<file path="config.mk">
export PLATFORM = sky130hd
export DESIGN_NAME = agc_cycle_sequencer
export DESIGN_NICKNAME = d
export VERILOG_FILES = /design/src/rtl/agc_seq_pkg.sv /design/src/rtl/agc_seq_timer.sv /design/src/rtl/agc_cycle_sequencer.sv
export SDC_FILE = /design/constraint.sdc
export NUM_CORES = 1
export LEC_CHECK = 0
export BUFFER_PORTS_ARGS = -buffer_cell sky130_fd_sc_hd__buf_2
export CORE_ASPECT_RATIO = 1.75
export CORE_MARGIN = 2
export CORE_UTILIZATION = 40
export DETAILED_ROUTE_END_ITERATION = 8
export PLACE_DENSITY_LB_ADDON = 0.3
export SYNTH_ARGS = -nofsm -noshare
export SYNTH_HDL_FRONTEND = slang
export SYNTH_SLANG_ARGS = --single-unit
</file>
<file path="constraint.sdc">
create_clock -name wb_clk_i -period 8.1 [get_ports wb_clk_i]
set_clock_uncertainty 0.2 [all_clocks]
set_input_delay 0.405 -clock wb_clk_i [delete_from_list [all_inputs] [get_ports wb_clk_i]]
set_output_delay 0.405 -clock wb_clk_i [all_outputs]
set_load 0.005 [all_outputs]
</file>
<file path="src/rtl/agc_seq_pkg.sv">
// agc_seq_pkg
//   Shared definitions for the AGC cycle sequencer: the FSM state encoding,
//   the default latch-acknowledge timeout, counter widths and a small helper
//   used to size the shared down-counter.
package agc_seq_pkg;

  typedef enum logic [2:0] {
    ST_IDLE  = 3'd0,
    ST_RESET = 3'd1,
    ST_ACCUM = 3'd2,
    ST_LATCH = 3'd3,
    ST_APPLY = 3'd4,
    ST_DONE  = 3'd5
  } agc_state_e;

  localparam int ACK_TIMEOUT_DEFAULT = 1024;
  localparam int CYCLE_CNT_W         = 16;
  localparam int RST_SYNC_STAGES     = 2;

  function automatic int max3(input int a, input int b, input int c);
    int m;
    m = (a > b) ? a : b;
    return (m > c) ? m : c;
  endfunction

endpackage

</file>
<file path="src/rtl/agc_seq_timer.sv">
// agc_seq_timer
//   Loadable down-counter shared by the RESET, ACCUM and LATCH phases.
//   A load of N makes term_o high during the Nth clock after the load edge,
//   so a state that transitions on term_o lasts exactly N clocks.
// Ports:
//   clk        - clock
//   rst_n      - asynchronous active-low reset
//   load_i     - load load_val_i (takes priority over counting)
//   load_val_i - value to load; must be non-zero
//   term_o     - terminal indication (count has reached 1)
module agc_seq_timer #(
  parameter int W = 24
) (
  input  logic         clk,
  input  logic         rst_n,
  input  logic         load_i,
  input  logic [W-1:0] load_val_i,
  output logic         term_o
);

  logic [W-1:0] count_q;
  logic [W-1:0] count_d;

  always_comb begin
    count_d = count_q;
    if (load_i) begin
      count_d = load_val_i;
    end else if (count_q != '0) begin
      count_d = count_q - W'(1);
    end
  end

  always_ff @(posedge clk or negedge rst_n) begin
    if (!rst_n) begin
      count_q <= '0;
    end else begin
      count_q <= count_d;
    end
  end

  // Stops at zero after passing 1, so this is a single-clock pulse per load.
  assign term_o = (count_q == W'(1));

endmodule

</file>
<file path="src/rtl/agc_cycle_sequencer.sv">
// agc_cycle_sequencer
//   Sequences one AGC cycle across NCHAN trigger-chain channels:
//   reset accumulators, accumulate for period_i clocks, request a latch and
//   wait for its ack (with timeout), issue one apply per channel, then pulse
//   cycle_done_o. Runs once per start_i pulse, or back-to-back while enable_i.
// Ports:
//   wb_clk_i, wb_rst_n_i         - clock, asynchronous active-low reset
//   enable_i, start_i            - continuous enable / one-shot request
//   period_i                     - accumulation length, sampled leaving RESET
//   agc_reset_o                  - accumulator reset pulse
//   latch_req_o / latch_ack_i    - latch handshake
//   apply_valid_o/apply_chan_o/apply_ready_i - per-channel apply handshake
//   cycle_done_o, cycle_count_o  - end-of-cycle pulse and completed count
//   timeout_err_o, err_clr_i     - sticky latch timeout flag and its clear
//   busy_o                       - high whenever not idle
//   NCHAN must be at least 2; RESET_CYCLES and ACK_TIMEOUT at least 1.
module agc_cycle_sequencer
  import agc_seq_pkg::*;
#(
  parameter int NCHAN        = 8,
  parameter int PERIOD_BITS  = 24,
  parameter int RESET_CYCLES = 4,
  parameter int ACK_TIMEOUT  = ACK_TIMEOUT_DEFAULT
) (
  input  logic                     wb_clk_i,
  input  logic                     wb_rst_n_i,
  input  logic                     enable_i,
  input  logic                     start_i,
  input  logic [PERIOD_BITS-1:0]   period_i,
  output logic                     agc_reset_o,
  output logic                     latch_req_o,
  input  logic                     latch_ack_i,
  output logic                     apply_valid_o,
  output logic [$clog2(NCHAN)-1:0] apply_chan_o,
  input  logic                     apply_ready_i,
  output logic                     cycle_done_o,
  output logic [CYCLE_CNT_W-1:0]   cycle_count_o,
  output logic                     timeout_err_o,
  input  logic                     err_clr_i,
  output logic                     busy_o
);

  localparam int CW = $clog2(NCHAN);
  localparam int TW = max3(PERIOD_BITS, $clog2(ACK_TIMEOUT + 1), $clog2(RESET_CYCLES + 1));

  // Reset release synchroniser: assertion is immediate, release is seen by
  // the FSM only once the last stage has clocked in a one.
  logic [RST_SYNC_STAGES-1:0] rst_sync_q;
  logic                       run;

  always_ff @(posedge wb_clk_i or negedge wb_rst_n_i) begin
    if (!wb_rst_n_i) begin
      rst_sync_q <= '0;
    end else begin
      rst_sync_q <= {rst_sync_q[RST_SYNC_STAGES-2:0], 1'b1};
    end
  end

  assign run = rst_sync_q[RST_SYNC_STAGES-1];

  agc_state_e             state_q, state_d;
  logic [CW-1:0]          chan_q, chan_d;
  logic [CYCLE_CNT_W-1:0] cycle_cnt_q, cycle_cnt_d;
  logic                   err_q, err_d;
  logic                   agc_reset_q, agc_reset_d;
  logic                   latch_req_q, latch_req_d;
  logic                   apply_valid_q, apply_valid_d;
  logic                   done_q, done_d;
  logic                   busy_q, busy_d;

  logic                   tmr_load;
  logic [TW-1:0]          tmr_val;
  logic                   tmr_term;
  logic [PERIOD_BITS-1:0] period_eff;

  agc_seq_timer #(
    .W(TW)
  ) u_timer (
    .clk       (wb_clk_i),
    .rst_n     (wb_rst_n_i),
    .load_i    (tmr_load),
    .load_val_i(tmr_val),
    .term_o    (tmr_term)
  );

  always_comb begin
    state_d     = state_q;
    chan_d      = chan_q;
    cycle_cnt_d = cycle_cnt_q;
    err_d       = err_q;
    tmr_load    = 1'b0;
    tmr_val     = '0;
    // A zero period would never reach the terminal count; run it as one.
    period_eff  = (period_i == '0) ? PERIOD_BITS'(1) : period_i;

    // Clear first so that a timeout in the same clock overrides it.
    if (err_clr_i) begin
      err_d = 1'b0;
    end

    if (run) begin
      case (state_q)
        ST_IDLE: begin
          if (start_i || enable_i) begin
            state_d  = ST_RESET;
            tmr_load = 1'b1;
            tmr_val  = TW'(RESET_CYCLES);
          end
        end
        ST_RESET: begin
          if (tmr_term) begin
            state_d  = ST_ACCUM;
            tmr_load = 1'b1;
            tmr_val  = TW'(period_eff);
          end
        end
        ST_ACCUM: begin
          if (tmr_term) begin
            state_d  = ST_LATCH;
            tmr_load = 1'b1;
            tmr_val  = TW'(ACK_TIMEOUT);
          end
        end
        ST_LATCH: begin
          // An ack on the final timeout clock still counts as in time.
          if (latch_ack_i) begin
            state_d = ST_APPLY;
            chan_d  = '0;
          end else if (tmr_term) begin
            state_d = ST_IDLE;
            err_d   = 1'b1;
          end
        end
        ST_APPLY: begin
          // apply_valid_o is high throughout APPLY, so ready alone means a transfer.
          if (apply_ready_i) begin
            if (chan_q == CW'(NCHAN - 1)) begin
              state_d = ST_DONE;
            end else begin
              chan_d = chan_q + CW'(1);
            end
          end
        end
        ST_DONE: begin
          if (enable_i) begin
            state_d  = ST_RESET;
            tmr_load = 1'b1;
            tmr_val  = TW'(RESET_CYCLES);
          end else begin
            state_d = ST_IDLE;
          end
        end
        default: begin
          state_d = ST_IDLE;
        end
      endcase
    end

    // Outputs are decoded from the next state so they register alongside it.
    agc_reset_d   = (state_d == ST_RESET);
    latch_req_d   = (state_d == ST_LATCH);
    apply_valid_d = (state_d == ST_APPLY);
    done_d        = (state_d == ST_DONE);
    busy_d        = (state_d != ST_IDLE);
    if (state_d == ST_DONE) begin
      cycle_cnt_d = cycle_cnt_q + CYCLE_CNT_W'(1);
    end
  end

  always_ff @(posedge wb_clk_i or negedge wb_rst_n_i) begin
    if (!wb_rst_n_i) begin
      state_q       <= ST_IDLE;
      chan_q        <= '0;
      cycle_cnt_q   <= '0;
      err_q         <= 1'b0;
      agc_reset_q   <= 1'b0;
      latch_req_q   <= 1'b0;
      apply_valid_q <= 1'b0;
      done_q        <= 1'b0;
      busy_q        <= 1'b0;
    end else begin
      state_q       <= state_d;
      chan_q        <= chan_d;
      cycle_cnt_q   <= cycle_cnt_d;
      err_q         <= err_d;
      agc_reset_q   <= agc_reset_d;
      latch_req_q   <= latch_req_d;
      apply_valid_q <= apply_valid_d;
      done_q        <= done_d;
      busy_q        <= busy_d;
    end
  end

  assign agc_reset_o   = agc_reset_q;
  assign latch_req_o   = latch_req_q;
  assign apply_valid_o = apply_valid_q;
  assign apply_chan_o  = chan_q;
  assign cycle_done_o  = done_q;
  assign cycle_count_o = cycle_cnt_q;
  assign timeout_err_o = err_q;
  assign busy_o        = busy_q;

endmodule

</file>
==> flow_summary.yaml <==
die:
  num_rows: 41
  core_area_um2: 7284
  die_w_um: 69.68
  pin_count: 56
  start_util: 0.4145
  dieArea_um2: 8286
  die_y_um: 118.9
cts:
  post_cts_resized: 0
  clock_sinks: 54
  cts_buffers: 5
  clkTransAtPathRegs_ps: 70
  postCtsSetupRepairBufs: 0
  cts_buffer_depth: 2
  cts_tree: "built"
  htreeDepth: 2
  cts-root-buf: "clkbuf_16"
  cts_hold_buf: 0
  clock_latency_ps: 290
synthesis:
  synthTopCellsByArea: "dfrtp_1, xor2_1, nand2_1, nor2_1, o21ai_0"
  syn_area_per_cell_um2: 9.261
  synthXorXnorAreaFrac: 0.06672
  syn_nets: 362
  synth_ff_type: "dfrtp_1"
  ys_seq_elements: 54
  synth_area_leader_cell: "dfrtp_1"
  async_reset_ff_frac: 1.000
  synth_top_family_by_area: "simple AND/OR/NAND/NOR gates"
  synth_mux_area_frac: 0.02735
  seq_area_frac_synth: 0.4476
  synthSimpleGateAreaFrac: 0.2772
  synth_compound_area_frac: 0.1301
  netlist_instances: 326
  synth_top_area_frac: 0.4476
  yosysMostFrequentCell: "dfrtp_1"
  synth.top_cells.by_count: "dfrtp_1, nand2_1, nor2_1, o21ai_0, xor2_1"
  yosys.area_share.adder: 0.02072
  synth_area_um2: 3019
  synth_cell_type_count: 57
  synth-warning-count: 0
  synth-edff-count: 0
drt:
  via_count: 2648
  drt-vias-per-instance: 5.695
  first_pass_iters: 4
  wl_um: 7598
  antenna_left: 0
  drt_iter0_drc: 194
  wl_per_cell_um: 16.34
  drc: 0
grt:
  grt_pass1_wl_um: 12420
  grt_max_degree: 55
  grt_pass1_vias: 2632
  overflow: 0
  antenna_found_initial: 0
  gr-usage-all-layers: 0.1883
layout:
  drive_above_1_share: 0.2111
  layout.cells.non_filler: 465
  num_antenna_cells: 0
  final_cell_area_um2: 3518
  area_growth_pct: 16.54
  seq_area_um2: 1351
  nFillCells: 717
  multi_input_area_um2: 1580
  fin_nets: 414
worst_setup_path:
  cp_slowest_cell: "a22o_1"
  cp-start-kind: "register"
  crit_type: "register to register"
  worstRegToRegCells: 6
  cp_max_fo: 23
  critical_path_required_ps: 8090
  cpPeakStageDelay_ps: 720
  critPathArrivalTime_ps: 3100
  endpoint_kind: "register"
  crit_chain: "or4_4, nor4_4, and3_1, a22o_1, nor3_1, a21o_1"
timing:
  slew-limit-headroom: 0.4544
  rsz0062_at_grt: "no"
  finalSetupTns_ps: 0
  max_freq_mhz: 321.5
  finalHoldViolCount: 0
  worst_pin_slew_ps: 818.4
  slew_violations: 0
  min_period_ps: 3110
  setup_viol: 0
  min_period_over_period: 0.3840
power_and_ir_drop:
  p_leak_nw: 1.471
  p_seq_frac: 0.526
  p_sw_frac: 0.2208
  clkPwrFrac: 0.438
  internal_power_uw: 401.0
  power_density_nw_per_um2: 146.3
  p_switching_uw: 113.7
  ir_drop_mv: 0.1275
  p_comb_frac: 0.036
  power_uw: 514.7
place:
  post_dp_cell_area_um2: 3363
  dpl.cell_count: 457
  hpwlAfterDp_um: 5675
  routabilityCongestion: 0.8854
  io_buffers: 55
min_path:
  hp-class: "input pin to async pin"
outcome:
  status: "finished, final reports clean"
flow_run:
  max-cap-violations: 0
## placed cells by master, fill, tap and decap left out, types with 5 or more instances in the layout
master,synthesis,final
xor2_1,19,19
a21oi_1,12,12
a21o_1,6,6
nor2_1,30,30
ha_1,5,5
o21ai_0,21,21
nand2_1,35,35
nor4_1,13,13
nand4_1,8,8
clkbuf_16,0,5
nand2b_1,5,5
inv_1,7,7
nor3_1,16,16
nand3_1,10,10
buf_2,4,55
dfrtp_1,54,54
mux2i_1,6,6
## registers in the layout, indices dropped and copies added, names as in the netlist
name / cells
u_timer.count_q: 24
cycle_count_o: 16
apply_chan_o: 3
state_q: 3
rst_sync_q: 2
agc_reset_o: 1
apply_valid_o: 1
busy_o: 1
cycle_done_o: 1
latch_req_o: 1
timeout_err_o: 1
## routing by layer
| metal | GRT usage | wire [µm] | part of all wire | vias up |
|---|---|---|---|---|
| met1 | 0.2044 | 3019 | 0.40 | 1281 |
| li1 | - | - | - | 1278 |
| met4 | 0.09736 | 314 | 0.041 | 0 |
| met3 | 0.03384 | 280 | 0.037 | 21 |
| met2 | 0.3431 | 3983 | 0.52 | 68 |
| met5 | 0 | 0 | 0 | - |
## worst max-delay path, delay by kind of cell, from the launching register on
| family | cells | cell delay [ps] |
|---|---|---|
| flops | 1 | 400 |
| simple gates | 4 | 1490 |
| compound gates | 2 | 910 |
## path summary, 6_finish.rpt
check | start | endpoint | slack [ps]
worst min-delay path | wb_rst_n_i | u_timer.count_q[6] | 30
worst max register to register | u_timer.count_q[16] | u_timer.count_q[4] | 4990
min in group wb_clk_i | period_i[18] | u_timer.count_q[18] | 130
max in group asynchronous | wb_rst_n_i | agc_reset_o | 7200
worst min register to register | rst_sync_q[0] | rst_sync_q[1] | 150
worst max-delay path | u_timer.count_q[16] | u_timer.count_q[4] | 4990
## kinds of logic after synthesis
family,after synthesis
AOI/OAI and AO/OA,61
xor gates and xnor gates,23
adders and majority gates,5
buffers and inverters,20
DFF,54
muxes,8
other,1
and+or+nand+nor,154
## power groups by stage
stage               Combinational [mW]  Clock (mW)  Sequential (mW)
finish                          0.0185       0.226            0.271
global route                    0.0208       0.241            0.271
CTS                             0.0189       0.228            0.271
detailed placement              0.0189           0            0.276
global placement                0.0188           0            0.276
floorplan                      0.00274           0            0.275
## stage by stage
step	hold slack [ps]	utilization	setup WS, ps
final	31.97	0.4830	4990
after CTS	68.49	0.4830	5009
after floorplan	-90.59	-	5471
after global placement	133.5	0.4617	5065
after detailed placement	136.5	0.4617	5023
after global routing	95.38	0.4830	4758
## cell type report
type,instances,share of cell area
multi-input combinational,252,0.4491
sequential,54,0.3841
timing repair buffer,58,0.08464
clock buffer,6,0.03947
tap,86,0.03058
inverter,7,0.007468
clock inverter,2,0.004623
Note: power is estimated with default switching activity, not from simulation.
